File: src/rtl/regfile_pkg.sv
// Shared types and defaults for the multi-port ASIP register file.
// DATA_W and register count defaults live here so the datapath and hazard unit agree.
package regfile_pkg;

    localparam int RF_DATA_W      = 17;
    localparam int RF_NREGS       = 16;
    localparam int RF_AW          = $clog2(RF_NREGS);
    localparam int PC_IDX_DEFAULT = RF_NREGS - 1;

    typedef logic [RF_AW-1:0]     reg_addr_t;
    typedef logic [RF_DATA_W-1:0] reg_data_t;

    // True when an address names a register that physically exists.
    function automatic logic in_range(input logic [31:0] idx, input int unsigned n);
        return idx < n;
    endfunction

endpackage

File: src/rtl/regfile_mp_sb_if.sv
// Bus bundle for the register file: read ports, write ports, pc and issue/scoreboard signals.
// The master side is the datapath/hazard unit, the slave side is the register file.
interface regfile_mp_sb_if
    import regfile_pkg::*;
#(
    parameter int DATA_W = RF_DATA_W,
    parameter int NREGS  = RF_NREGS,
    parameter int AW     = $clog2(NREGS),
    parameter int NRD    = 2,
    parameter int NWR    = 1
);

    logic [NRD*AW-1:0]     ra;
    logic [NRD*DATA_W-1:0] rd;
    logic [NRD-1:0]        rbusy;
    logic [NWR-1:0]        we;
    logic [NWR*AW-1:0]     wa;
    logic [NWR*DATA_W-1:0] wd;
    logic [DATA_W-1:0]     pc;
    logic                  iss_v;
    logic [AW-1:0]         iss_a;
    logic [NREGS-1:0]      busy_vec;

    modport master (
        output ra, we, wa, wd, pc, iss_v, iss_a,
        input  rd, rbusy, busy_vec
    );

    modport slave (
        input  ra, we, wa, wd, pc, iss_v, iss_a,
        output rd, rbusy, busy_vec
    );

endinterface

File: src/rtl/regfile_scoreboard.sv
// Per-register busy bits for pending writebacks, with issue-over-writeback priority.
// Also answers the busy lookup for every read port.
module regfile_scoreboard
    import regfile_pkg::*;
#(
    parameter int NREGS  = RF_NREGS,
    parameter int AW     = $clog2(NREGS),
    parameter int NRD    = 2,
    parameter int NWR    = 1,
    parameter int PC_IDX = NREGS - 1,
    parameter int BYPASS = 1
) (
    input  logic              clk,
    input  logic              reset,
    input  logic [NRD*AW-1:0] ra,
    input  logic [NWR-1:0]    we,
    input  logic [NWR*AW-1:0] wa,
    input  logic              iss_v,
    input  logic [AW-1:0]     iss_a,
    output logic [NRD-1:0]    rbusy,
    output logic [NREGS-1:0]  busy_vec
);

    localparam logic [AW-1:0] PC_A = AW'(PC_IDX);

    logic [NREGS-1:0] busy_q;
    logic [NREGS-1:0] busy_d;

    // Clears first, then the issue set, so a new producer keeps the register busy.
    always_comb begin
        busy_d = busy_q;
        for (int j = 0; j < NWR; j++) begin
            if (we[j] && in_range(32'(wa[j*AW +: AW]), NREGS)) begin
                busy_d[wa[j*AW +: AW]] = 1'b0;
            end
        end
        if (iss_v && iss_a != PC_A && in_range(32'(iss_a), NREGS)) begin
            busy_d[iss_a] = 1'b1;
        end
        busy_d[PC_IDX] = 1'b0;
    end

    always_ff @(posedge clk or posedge reset) begin
        if (reset) begin
            busy_q <= '0;
        end else begin
            busy_q <= busy_d;
        end
    end

    assign busy_vec = busy_q;

    for (genvar i = 0; i < NRD; i++) begin : g_rbusy
        logic [AW-1:0] a;
        logic          hit;
        logic          rb;

        assign a = ra[i*AW +: AW];

        always_comb begin
            hit = 1'b0;
            for (int j = 0; j < NWR; j++) begin
                if (we[j] && wa[j*AW +: AW] == a) begin
                    hit = 1'b1;
                end
            end
        end

        // A bypassed read already has its data; only a same-cycle reissue keeps it busy.
        always_comb begin
            rb = 1'b0;
            if (a == PC_A || !in_range(32'(a), NREGS)) begin
                rb = 1'b0;
            end else if (BYPASS != 0 && hit) begin
                rb = iss_v && (iss_a == a);
            end else begin
                rb = busy_q[a];
            end
        end

        assign rbusy[i] = rb;
    end

endmodule

File: src/rtl/regfile_mp_sb.sv
// Multi-port register file with PC injection, optional write-to-read bypass and a busy scoreboard.
// Storage, bypass and the PC mux live here; busy tracking is in regfile_scoreboard.
module regfile_mp_sb
    import regfile_pkg::*;
#(
    parameter int DATA_W = RF_DATA_W,
    parameter int NREGS  = RF_NREGS,
    parameter int AW     = $clog2(NREGS),
    parameter int NRD    = 2,
    parameter int NWR    = 1,
    parameter int PC_IDX = NREGS - 1,
    parameter int BYPASS = 1
) (
    input  logic          clk,
    input  logic          reset,
    regfile_mp_sb_if.slave bus
);

    localparam logic [AW-1:0] PC_A = AW'(PC_IDX);

    logic [DATA_W-1:0] rf_q [NREGS];

    // Ports are applied in ascending order so the highest-numbered port wins a conflict.
    always_ff @(posedge clk or posedge reset) begin
        if (reset) begin
            for (int k = 0; k < NREGS; k++) begin
                rf_q[k] <= '0;
            end
        end else begin
            for (int j = 0; j < NWR; j++) begin
                if (bus.we[j] && bus.wa[j*AW +: AW] != PC_A &&
                    in_range(32'(bus.wa[j*AW +: AW]), NREGS)) begin
                    rf_q[bus.wa[j*AW +: AW]] <= bus.wd[j*DATA_W +: DATA_W];
                end
            end
        end
    end

    for (genvar i = 0; i < NRD; i++) begin : g_read
        logic [AW-1:0]     a;
        logic [DATA_W-1:0] v;

        assign a = bus.ra[i*AW +: AW];

        always_comb begin
            v = '0;
            if (in_range(32'(a), NREGS)) begin
                v = rf_q[a];
                if (BYPASS != 0) begin
                    for (int j = 0; j < NWR; j++) begin
                        if (bus.we[j] && bus.wa[j*AW +: AW] == a) begin
                            v = bus.wd[j*DATA_W +: DATA_W];
                        end
                    end
                end
            end
            if (a == PC_A) begin
                v = bus.pc;
            end
        end

        assign bus.rd[i*DATA_W +: DATA_W] = v;
    end

    regfile_scoreboard #(
        .NREGS  (NREGS),
        .AW     (AW),
        .NRD    (NRD),
        .NWR    (NWR),
        .PC_IDX (PC_IDX),
        .BYPASS (BYPASS)
    ) u_scoreboard (
        .clk      (clk),
        .reset    (reset),
        .ra       (bus.ra),
        .we       (bus.we),
        .wa       (bus.wa),
        .iss_v    (bus.iss_v),
        .iss_a    (bus.iss_a),
        .rbusy    (bus.rbusy),
        .busy_vec (bus.busy_vec)
    );

endmodule

File: src/flat_wrapper.sv
// flat-port wrapper written by rule: the top's interface ports become plain ports
module regfile_mp_sb_flat import regfile_pkg::*;
#(
    parameter int DATA_W = RF_DATA_W,
    parameter int NREGS  = RF_NREGS,
    parameter int AW     = $clog2(NREGS),
    parameter int NRD    = 2,
    parameter int NWR    = 1,
    parameter int PC_IDX = NREGS - 1,
    parameter int BYPASS = 1
)
  (clk, reset, bus_ra, bus_we, bus_wa, bus_wd, bus_pc, bus_iss_v, bus_iss_a, bus_rd, bus_rbusy, bus_busy_vec);
  regfile_mp_sb_if #(.DATA_W(DATA_W), .NREGS(NREGS), .AW(AW), .NRD(NRD), .NWR(NWR)) bus_i ();
  input  logic clk;
  input  logic reset;
  input wire logic [$bits(bus_i.ra)-1:0] bus_ra;
  input wire logic [$bits(bus_i.we)-1:0] bus_we;
  input wire logic [$bits(bus_i.wa)-1:0] bus_wa;
  input wire logic [$bits(bus_i.wd)-1:0] bus_wd;
  input wire logic [$bits(bus_i.pc)-1:0] bus_pc;
  input wire logic [$bits(bus_i.iss_v)-1:0] bus_iss_v;
  input wire logic [$bits(bus_i.iss_a)-1:0] bus_iss_a;
  output wire logic [$bits(bus_i.rd)-1:0] bus_rd;
  output wire logic [$bits(bus_i.rbusy)-1:0] bus_rbusy;
  output wire logic [$bits(bus_i.busy_vec)-1:0] bus_busy_vec;
  assign bus_i.ra = bus_ra;
  assign bus_i.we = bus_we;
  assign bus_i.wa = bus_wa;
  assign bus_i.wd = bus_wd;
  assign bus_i.pc = bus_pc;
  assign bus_i.iss_v = bus_iss_v;
  assign bus_i.iss_a = bus_iss_a;
  assign bus_rd = bus_i.rd;
  assign bus_rbusy = bus_i.rbusy;
  assign bus_busy_vec = bus_i.busy_vec;
  regfile_mp_sb #(.DATA_W(DATA_W), .NREGS(NREGS), .AW(AW), .NRD(NRD), .NWR(NWR), .PC_IDX(PC_IDX), .BYPASS(BYPASS)) u_core (.clk(clk), .reset(reset), .bus(bus_i));
endmodule
File: config.mk
export PLATFORM = sky130hd
export DESIGN_NAME = regfile_mp_sb_flat
export DESIGN_NICKNAME = d
export VERILOG_FILES = /design/src/rtl/regfile_pkg.sv /design/src/rtl/regfile_mp_sb_if.sv /design/src/rtl/regfile_scoreboard.sv /design/src/rtl/regfile_mp_sb.sv /design/src/flat_wrapper.sv
export SDC_FILE = /design/constraint.sdc
export NUM_CORES = 1
export LEC_CHECK = 0
export ABC_AREA = 1
export BUFFER_PORTS_ARGS = -buffer_cell sky130_fd_sc_hd__clkbuf_2
export CORE_ASPECT_RATIO = 1.25
export CORE_MARGIN = 2
export CORE_UTILIZATION = 38
export CTS_BUF_LIST = sky130_fd_sc_hd__clkbuf_4
export CTS_CLUSTER_DIAMETER = 150
export CTS_CLUSTER_SIZE = 20
export DETAILED_ROUTE_END_ITERATION = 6
export PLACE_DENSITY_LB_ADDON = 0.12
export SYNTH_ARGS = -nofsm -noshare
export SYNTH_HDL_FRONTEND = slang
export SYNTH_HIERARCHICAL = 1
export SYNTH_SLANG_ARGS = --single-unit
File: constraint.sdc
create_clock -name clk -period 19.09 [get_ports clk]
set_input_delay 3.818 -clock clk [delete_from_list [all_inputs] [get_ports clk]]
set_output_delay 3.818 -clock clk [all_outputs]
set_load 0.02 [all_outputs]
Word-level counts from Yosys, hierarchy flattened. Cells that the tools add are included. W data, S select, Z words.

Register bits: 287. Bits in latches: 0. RAM bits: 0. Bits in read-only memories: 0. Output and inout bits: 52. Word-level logic and storage cells: 79. Memories: 0.

$add $sub $neg: 0. Multipliers: 0. Div/mod/pow operators: 0. Order comparisons: 10. Eq/ne operators: 8. Shift operators: 0. Multiplexer cells: 29. Bitwise logic cells: 6. Reductions and logical operators: 9.

Operators by type and width (number): $bwmux W272 (1); $mux W17 (9); $bmux W17 S4 (2); $demux W17 S4 (1); $mux W15 (2); $lt A4 B5 Y1 const B (4); $eq A4 B4 Y1 (4); $and A15 B15 Y15 (1); $ge A5 B5 Y1 const B (3); $not A15 Y15 (1); $not A4 Y5 (3); $or A15 B15 Y15 (1); $mux W1 (10); $logic_and A1 B1 Y1 (9); $bmux W1 S4 (2); $demux W1 S4 (2); $eq A4 B4 Y1 const B (2); $ge A4 B1 Y1 const B (2); $ne A4 B4 Y1 const B (2); $lt A5 B1 Y1 const B (1).

Depth between registers and ports, before layout. Gate-level depths: netlist of run 1.

Depth in word-level cells: 9. Depth in mapped cells: 12.

Hierarchy. Netlist of run 1, hierarchy kept.

By module, submodules not included: regfile_mp_sb (instances 1, cells each 2484, area each 16225.6 um^2); regfile_scoreboard (instances 1, cells each 239, area each 1387.6 um^2).

Worst setup path after synthesis of run 1. OpenSTA, ideal clock, no wires.

Path type: input port to output port. Start point: input port bus_ra[1]. End point: output port bus_rd[10]. Arrival time: 4.933 ns. Required time: 15.272 ns. Path slack: 10.339 ns. Stages on the path: 9. Buffers on the path: 3. Cells stage by stage: buf_2 > buf_2 > clkbuf_1 > nand3_1 > nand3_1 > nand3_1 > nand2_1 > nand2_1 > nand2_1.

Longest elaborated chain between the ends: 6.

Ends and longest elaborated chain: start, declared (RTL line flat_wrapper.sv:16) `input wire logic [$bits(bus_i.ra)-1:0] bus_ra;`; $not A4 Y5 (implied by the code) (RTL line regfile_mp_sb.sv:48) `v = rf_q[a];`; $bmux W17 S4 (RTL line regfile_mp_sb.sv:48); $mux W17 (implied by the code) (2 in a row) (RTL line regfile_mp_sb.sv:48); $mux W17 (RTL line regfile_mp_sb.sv:51) `if (bus.we[j] && bus.wa[j*AW +: AW] == a) begin`; $mux W17 * (RTL line regfile_mp_sb.sv:57) `if (a == PC_A) begin`; end, declared (RTL line flat_wrapper.sv:23) `output wire logic [$bits(bus_i.rd)-1:0] bus_rd;`.

Every way passes the cells marked *; elsewhere a longest branch is shown, timed or not. The select of a mux whose other input is x is not followed.

Final worst setup path of run 1.
Start point: input port bus_ra[4]. End point: output port bus_rd[31].

Same word-level chain as after synthesis.

==> metrics.md, run 1 <==
| Metric | Value |
|---|---|
| Tot GR Track Use | `0.281` |
| FF+latch count, synth | `287` |
| Area Overhead vs Synth | `4.54%` |
| Vias in the first global route | `17100` |
| Clk Latency, worst-skew pair | `0.78 ns` |
| H-tree depth | `1` |
| Arr. time, crit path | `6.74 ns` |
| Via count | `17800` |
| Ys flop type | `dfrtp_1` |
| R2R Path Start | `u_core/u_scoreboard/busy_vec[7]$_DFF_PP0_` |
| RR Endpoint | `u_core/u_scoreboard/busy_vec[7]$_DFF_PP0_` |
| Syn avg cell area | `6.47 um2` |
| # fillers | `4941` |
| Clock buffer depth | `3` |
| Die Ht | `245 um` |
| Cells after Synth | `2723` |
| Endpoints failing hold | `0` |
| Syn_nets | `2777` |
| Synth Area in Compound Gates | `0.107` |
| Setup TNS | `0 ns` |
| First DRT Iteration DRCs | `1647` |
| CTS Root Buffer Type | `clkbuf_4` |
| Initial Util | `0.384` |
| IO Port Bufs | `104` |
| Post_cts resized | `0` |
| Normalized max-slew margin | `0.189` |
| Total power | `1550 uW` |
| Max Slew Vio Count | `0` |
| Initial antenna violation count | `6` |
| Worst Hold Class | `reg2reg` |
| Netlist cell types | `29` |
| CP Launch Point | `bus_ra[4]` |
| FP Rows | `88` |
| Leak | `0.00948 uW` |
| Drt via density | `5.46` |
| Sequential power share | `0.518` |
| Largest family of logic cells by synthesized area | `simple AND/OR/NAND/NOR gates` |
| CTS buffer count | `18` |
| Synth Area in XOR/XNOR | `0.00249` |
| Post-synth ARST share | `1.00` |
| Net Sw Power | `613 uW` |
| Internal | `937 uW` |
| Largest net degree at the start of global routing | `163` |
| Critical Path RT | `15.27 ns` |
| Synth area leader | `dfrtp_1` |
| Cell Area, Synth | `0.0176 mm2` |
| Average wire per standard cell | `20.6 um` |
| Count leader, synth | `nand2_1` |
| TritonRoute pass-1 iters | `6` |
| VDD IR-drop max | `0.0000469 V` |
| Layout cells sized above 1 | `0.0719` |
| RSZ-0062 raised after global routing | `false` |
| Fin Clk Skew | `0 ns` |
| RePlAce Congestion | `0.886` |
| Final net count | `2724` |
| Mux share of post-synthesis cell area | `0` |
| Yosys warns | `6` |
| Non-filler cells, final | `3259` |
| I/O Pins | `106` |
| Clock Power Share | `0.161` |
| Cells after DPL | `3235` |
| Max cap viols | `0` |
| Power density of the placed cells | `84.2 mW/mm2` |
| Dominant cells by area after synthesis | `dfrtp_1 41%, nand2_1 23%, nand3_1 12%` |
| Post-Synth Simple-Gate Area | `0.376` |
| Die area | `0.0481 mm2` |
| Post-DRT Antenna Nets | `0` |
| Maximum fanout along the worst path | `74` |
| EDFF count, synth | `0` |
| Worst reg2reg path depth | `2` |
| Tightest Pin Transition | `1.21 ns` |
| CTS tree | `built` |
| Critical path endpoint category | `output pin` |
| Adder-Cell Fraction of Synth Area | `0` |
| Period utilization | `0.553` |
| Sw frac | `0.395` |
| Post-route DRC | `0` |
| Seq/Total Area, Yosys | `0.408` |
| Worst Setup EP | `bus_rd[31]` |
| Clock transition at the registers of the reported paths | `0.20 ns` |
| Status | `completed` |
| Startpoint Class | `input port` |
| # hold bufs at CTS | `0` |
| Post-CTS Repair Setup Buffers | `0` |
| Comb pwr share | `0.321` |
| First-pass GRT wire length | `104000 um` |
| Num Clock Sinks | `287` |
| Fmax | `94.7 MHz` |
| Setup slack, reg-to-reg | `18.26 ns` |
| Dpl hpwl | `40900 um` |
| GRT overflow | `0` |
| Worst Path Class, Setup | `in2out` |
| Post-synth top area share | `0.408` |
| Post-synth top cells | `1078 x nand2_1, 406 x nand3_1, 287 x dfrtp_1, 249 x inv_1, 231 x o21ai_0` |
| Core area | `0.0459 mm2` |
| Fin crit period | `10.56 ns` |
| Final setup viols | `0` |
| Post-Route WL | `67200 um` |
| Die extent in x | `197 um` |
[per-stage QoR]
stage / setup slack (ns) / hold WS [ns] / instance area [um2] / util
finish: 8.53 / 0.429 / 18400 / 0.401
global route: 8.34 / 0.449 / 18400 / 0.401
CTS: 8.63 / 0.433 / 18400 / 0.401
detailed placement: 8.63 / 0.390 / 18200 / 0.397
global placement: 8.59 / 0.387 / 18200 / 0.397
floorplan: 7.78 / 0.450 / 17600 / -
[layout make-up]
cell class                 instances  area [um2]  share of cell area
antenna                            4        10.0            0.000544
clock buffer                      19         143             0.00775
clock inverter                     1        16.3            0.000883
inverter                         266        1010              0.0549
multi-input combinational       1966        8570               0.465
sequential                       287        7180               0.390
tap                              585         732              0.0398
timing repair buffer             131         753              0.0409
[worst max-delay path, cell delays in order]
cell and delay, ns:
buf_6 0.52, inv_4 0.44, a21oi_1 0.24, nand3_1 0.13, nor2_4 0.86, nor2_1 0.12
nand2_1 0.16, nand2_1 0.13, nand2_1 0.08, clkbuf_2 0.16
[how the worst min path moves through the flow]
| stage | from | to | slack, ns | depth (start not counted) |
|---|---|---|---|---|
| 2_1_floorplan | u_core/rf_q[0]$_DFFE_PP0P_ | u_core/rf_q[0]$_DFFE_PP0P_ | 0.45 | 1 |
| 3_5_place_dp | u_core/rf_q[13]$_DFFE_PP0P_ | u_core/rf_q[13]$_DFFE_PP0P_ | 0.39 | 0 |
| 6_report | u_core/rf_q[6]$_DFFE_PP0P_ | u_core/rf_q[6]$_DFFE_PP0P_ | 0.43 | 0 |
| 5_1_grt | u_core/rf_q[6]$_DFFE_PP0P_ | u_core/rf_q[6]$_DFFE_PP0P_ | 0.45 | 0 |
| 4_1_cts | u_core/rf_q[13]$_DFFE_PP0P_ | u_core/rf_q[13]$_DFFE_PP0P_ | 0.43 | 0 |
| 3_3_place_gp | u_core/rf_q[9]$_DFFE_PP0P_ | u_core/rf_q[9]$_DFFE_PP0P_ | 0.39 | 0 |
[metal layers]
metal  global-route usage  wire length (um)
met3               0.0365              4770
met5                    0                32
met2                0.463             31000
met1                0.374             28700
met4                0.111              2650
[power groups by stage]
| stage | combinational, uW | clock (uW) | sequential (uW) |
|---|---|---|---|
| 2_1_floorplan | 350 | 0 | 803 |
| 4_1_cts | 496 | 266 | 803 |
| 3_3_place_gp | 487 | 0 | 814 |
| 3_5_place_dp | 495 | 0 | 816 |
| 6_report | 497 | 249 | 804 |
| 5_1_grt | 570 | 286 | 818 |
[cells in the final DEF, fill, tap and decap left out, types with 2 or more instances in the layout]
cell type | synthesis | layout
a21oi_1 | 73 | 73
buf_4 | 7 | 28
buf_6 | 1 | 2
clkbuf_2 | 1 | 100
clkbuf_4 | 0 | 19
clkinv_1 | 5 | 5
dfrtp_1 | 287 | 287
diode_2 | 0 | 4
inv_1 | 249 | 246
inv_2 | 12 | 12
inv_4 | 0 | 2
nand2_1 | 1078 | 1074
nand2_2 | 0 | 4
nand3_1 | 406 | 406
nor2_1 | 94 | 93
nor2_2 | 14 | 15
nor3_1 | 4 | 4
nor3_2 | 5 | 3
nor3_4 | 0 | 2
o211ai_1 | 34 | 34
o21ai_0 | 231 | 231
o21ai_1 | 12 | 12
o22ai_1 | 4 | 4
xnor2_1 | 4 | 4
[sequential cells by signal, indices dropped and copies added (netlist names)]
register                      flops
u_core/u_scoreboard/busy_vec     15
u_core/rf_q                     272
[cell families after synthesis]
kind of cell / Yosys count
simple gates: 1604
buf+inv: 470
compound gates: 356
flops: 287
xor+xnor: 5
other cells: 1
Note: power is estimated with default switching activity, not from simulation.
==> run 2: changes to the inputs <==
- clock period: 19.09 -> 9.2 ns (I/O delays scaled with it)
==> run 2 against run 1 <==
  * Sequential cell count unchanged
  * First-iteration DRC count is 4.0% lower
  * Die area stayed put
  * Global-route usage down 0.29 points
  * Critical endpoint is now bus_rd[3]
  * Largest power group unchanged
==> metrics.md, run 2 (synthesized netlist as in run 1, its figures left out) <==
| Metric | Value |
|---|---|
| CTS Root Buffer Type | `clkbuf_4` |
| Top cell by count, worst path | `nand2_1` |
| Layout Utilization | `0.402 (+0.000790)` |
| Arr. time, crit path | `4.88 ns (-1.86 ns)` |
| Normalized max-slew margin | `0.232 (+0.0424)` |
| Hold Crit Start | `u_core/rf_q[11]$_DFFE_PP0P_` |
| Die extent in x | `197 um (unchanged)` |
| Average wire per standard cell | `20.5 um (-0.58%)` |
| Max cap viols | `0 (unchanged)` |
| Dpl hpwl | `42000 um (+2.7%)` |
| Min-Delay Endpoint | `u_core/rf_q[11]$_DFFE_PP0P_` |
| Critical Path RT | `7.36 ns (-7.91 ns)` |
| Final setup viols | `0 (unchanged)` |
| Post-CTS Repair Setup Buffers | `0 (unchanged)` |
| Largest reg by FF count | `u_core/rf_q` |
| CTS buffer count | `18 (unchanged)` |
| Hold path depth | `0 (unchanged)` |
| Tot GR Track Use | `0.278 (-0.00293)` |
| Hold WS | `0.429 ns (+0.000162 ns)` |
| Die Ht | `245 um (unchanged)` |
| Most frequent cells in the layout | `1074 x nand2_1, 406 x nand3_1, 287 x dfrtp_1` |
| CTS tree | `built` |
| Worst Path Class, Setup | `in2out` |
| Clock Power Share | `0.160 (about the same)` |
| Endpoints failing hold | `0 (unchanged)` |
| H-tree depth | `1 (unchanged)` |
| Sequential power share | `0.518 (about the same)` |
| Core area | `0.0459 mm2 (unchanged)` |
| Fmax | `149 MHz` |
| Post_cts resized | `0 (unchanged)` |
| Critical path endpoint category | `output pin` |
| Crit path buf inv count | `4 (+1)` |
| Setup TNS | `0 ns (unchanged)` |
| Max reg flops | `272 (unchanged)` |
| Clock transition at the registers of the reported paths | `0.21 ns (about the same)` |
| Setup slack, reg-to-reg | `8.36 ns (-9.90 ns)` |
| Layout cells sized above 1 | `0.0743 (+0.00243)` |
| Comb pwr share | `0.322 (about the same)` |
| Net Sw Power | `1270 uW (+110%)` |
| Period utilization | `0.730` |
| Maximum fanout along the worst path | `91 (+23%)` |
| Power density of the placed cells | `174 mW/mm2 (+110%)` |
| CP peak stage delay | `0.74 ns (-0.12 ns)` |
| R2R Path Start | `u_core/u_scoreboard/busy_vec[11]$_DFF_PP0_` |
| Fin crit period | `6.72 ns` |
| FP Rows | `88 (unchanged)` |
| Clk Latency, worst-skew pair | `0.73 ns (-0.05 ns)` |
| Num Clock Sinks | `287 (unchanged)` |
| Startpoint Class | `input port` |
| Max Slew Vio Count | `0 (unchanged)` |
| Clock buffer depth | `3 (unchanged)` |
| Worst reg2reg path depth | `2 (unchanged)` |
| IO Port Bufs | `104 (unchanged)` |
| Internal | `1950 uW (+110%)` |
| Most common cell after layout, fill and taps aside | `nand2_1` |
| Initial Util | `0.384 (unchanged)` |
| VDD IR-drop max | `0.000111 V (+140%)` |
| Post-DRT Antenna Nets | `0 (unchanged)` |
| Largest net degree at the start of global routing | `105 (-36%)` |
| Area Overhead vs Synth | `4.75%` |
| Leak | `0.00950 uW (+0.24%)` |
| GRT overflow | `0 (unchanged)` |
| Worst Hold Class | `reg2reg` |
| Post-route DRC | `0 (unchanged)` |
| Post-Route WL | `66900 um (-0.37%)` |
| CP cell instances | `buf_6, inv_4, a21oi_1, nand3_1, nor2_2, buf_4, nor2_1, nand2_1, nand2_1, nand2_1, clkbuf_2` |
| Final net count | `2731 (+0.26%)` |
| First-pass GRT wire length | `102000 um (-1.3%)` |
| RSZ-0062 raised after global routing | `false` |
| RR Endpoint | `u_core/u_scoreboard/busy_vec[11]$_DFF_PP0_` |
| Die area | `0.0481 mm2 (unchanged)` |
| Status | `completed` |
| First DRT Iteration DRCs | `1581 (-4.0%)` |
| RePlAce Congestion | `0.877 (-1.0%)` |
| Fin Clk Skew | `0 ns (unchanged)` |
| Sw frac | `0.395 (-0.000661)` |
| Delay-heaviest family, CP | `buffers and inverters` |
| Tightest Pin Transition | `1.15 ns (-0.0622 ns)` |
| TritonRoute pass-1 iters | `5 (-1)` |
| Critical-path top delay cell | `nor2_2` |
| Vias in the first global route | `17000 (-0.67%)` |
| Initial antenna violation count | `6 (unchanged)` |
| Via count | `17800 (+0.16%)` |
| # hold bufs at CTS | `0 (unchanged)` |
| Drt via density | `5.46 (about the same)` |
| I/O Pins | `106 (unchanged)` |
-- run 2: cell types whose count changed in the layout (fill, tap and decap cells not counted), sizes merged --
cell and change:
clkinvlp +1, buf +7, inv -1
-- run 2: layout make-up --
type | instances | area [um2]
Antenna cell | 4 | 10.0
Clock buffer | 19 | 143
Clock inverter | 1 | 16.3
Fill cell | 4974 | 27500
Inverter | 266 | 1010
Multi-Input combinational cell | 1966 | 8570
Sequential cell | 287 | 7180
Tap cell | 585 | 732
Timing Repair Buffer | 138 | 793
-- run 2: worst max-delay path by stage --
stage / from / end / slack [ns] / cells past startpoint
final: bus_ra[0] / bus_rd[3] / 2.48 / 11
after global routing: bus_ra[0] / bus_rd[7] / 2.30 / 11
after CTS: bus_ra[0] / bus_rd[5] / 2.54 / 11
after detailed placement: bus_ra[0] / bus_rd[5] / 2.56 / 11
after global placement: bus_ra[0] / bus_rd[5] / 2.50 / 11
after floorplan: reset / u_core/rf_q[0]$_DFFE_PP0P_ / 3.76 / 1
-- run 2: power by group through the flow --
stage	clock, uW	sequential [uW]	combinational, uW
4_1_cts	544	1660	1030
3_5_place_dp	0	1690	1030
2_1_floorplan	0	1670	725
6_report	513	1670	1040
5_1_grt	583	1700	1180
3_3_place_gp	0	1690	1010
-- run 2: stage by stage --
step	area [um2]	setup WS (ns)	instances	total power, uW
after floorplan	17600	3.76	2723	2390
after global placement	18300	2.50	3242	2700
final	18400	2.48	3266	3210
after CTS	18400	2.54	3262	3240
after detailed placement	18300	2.56	3242	2720
after global routing	18400	2.30	3265	3460
-- run 2: routing by layer --
metal | GRT usage | vias to the layer above | routed length, um
met5 | 0 | - | 13
met4 | 0.104 | 2 | 2430
met3 | 0.0316 | 156 | 4430
met2 | 0.469 | 750 | 31500
met1 | 0.366 | 8454 | 28600
li1 | - | 8459 | -
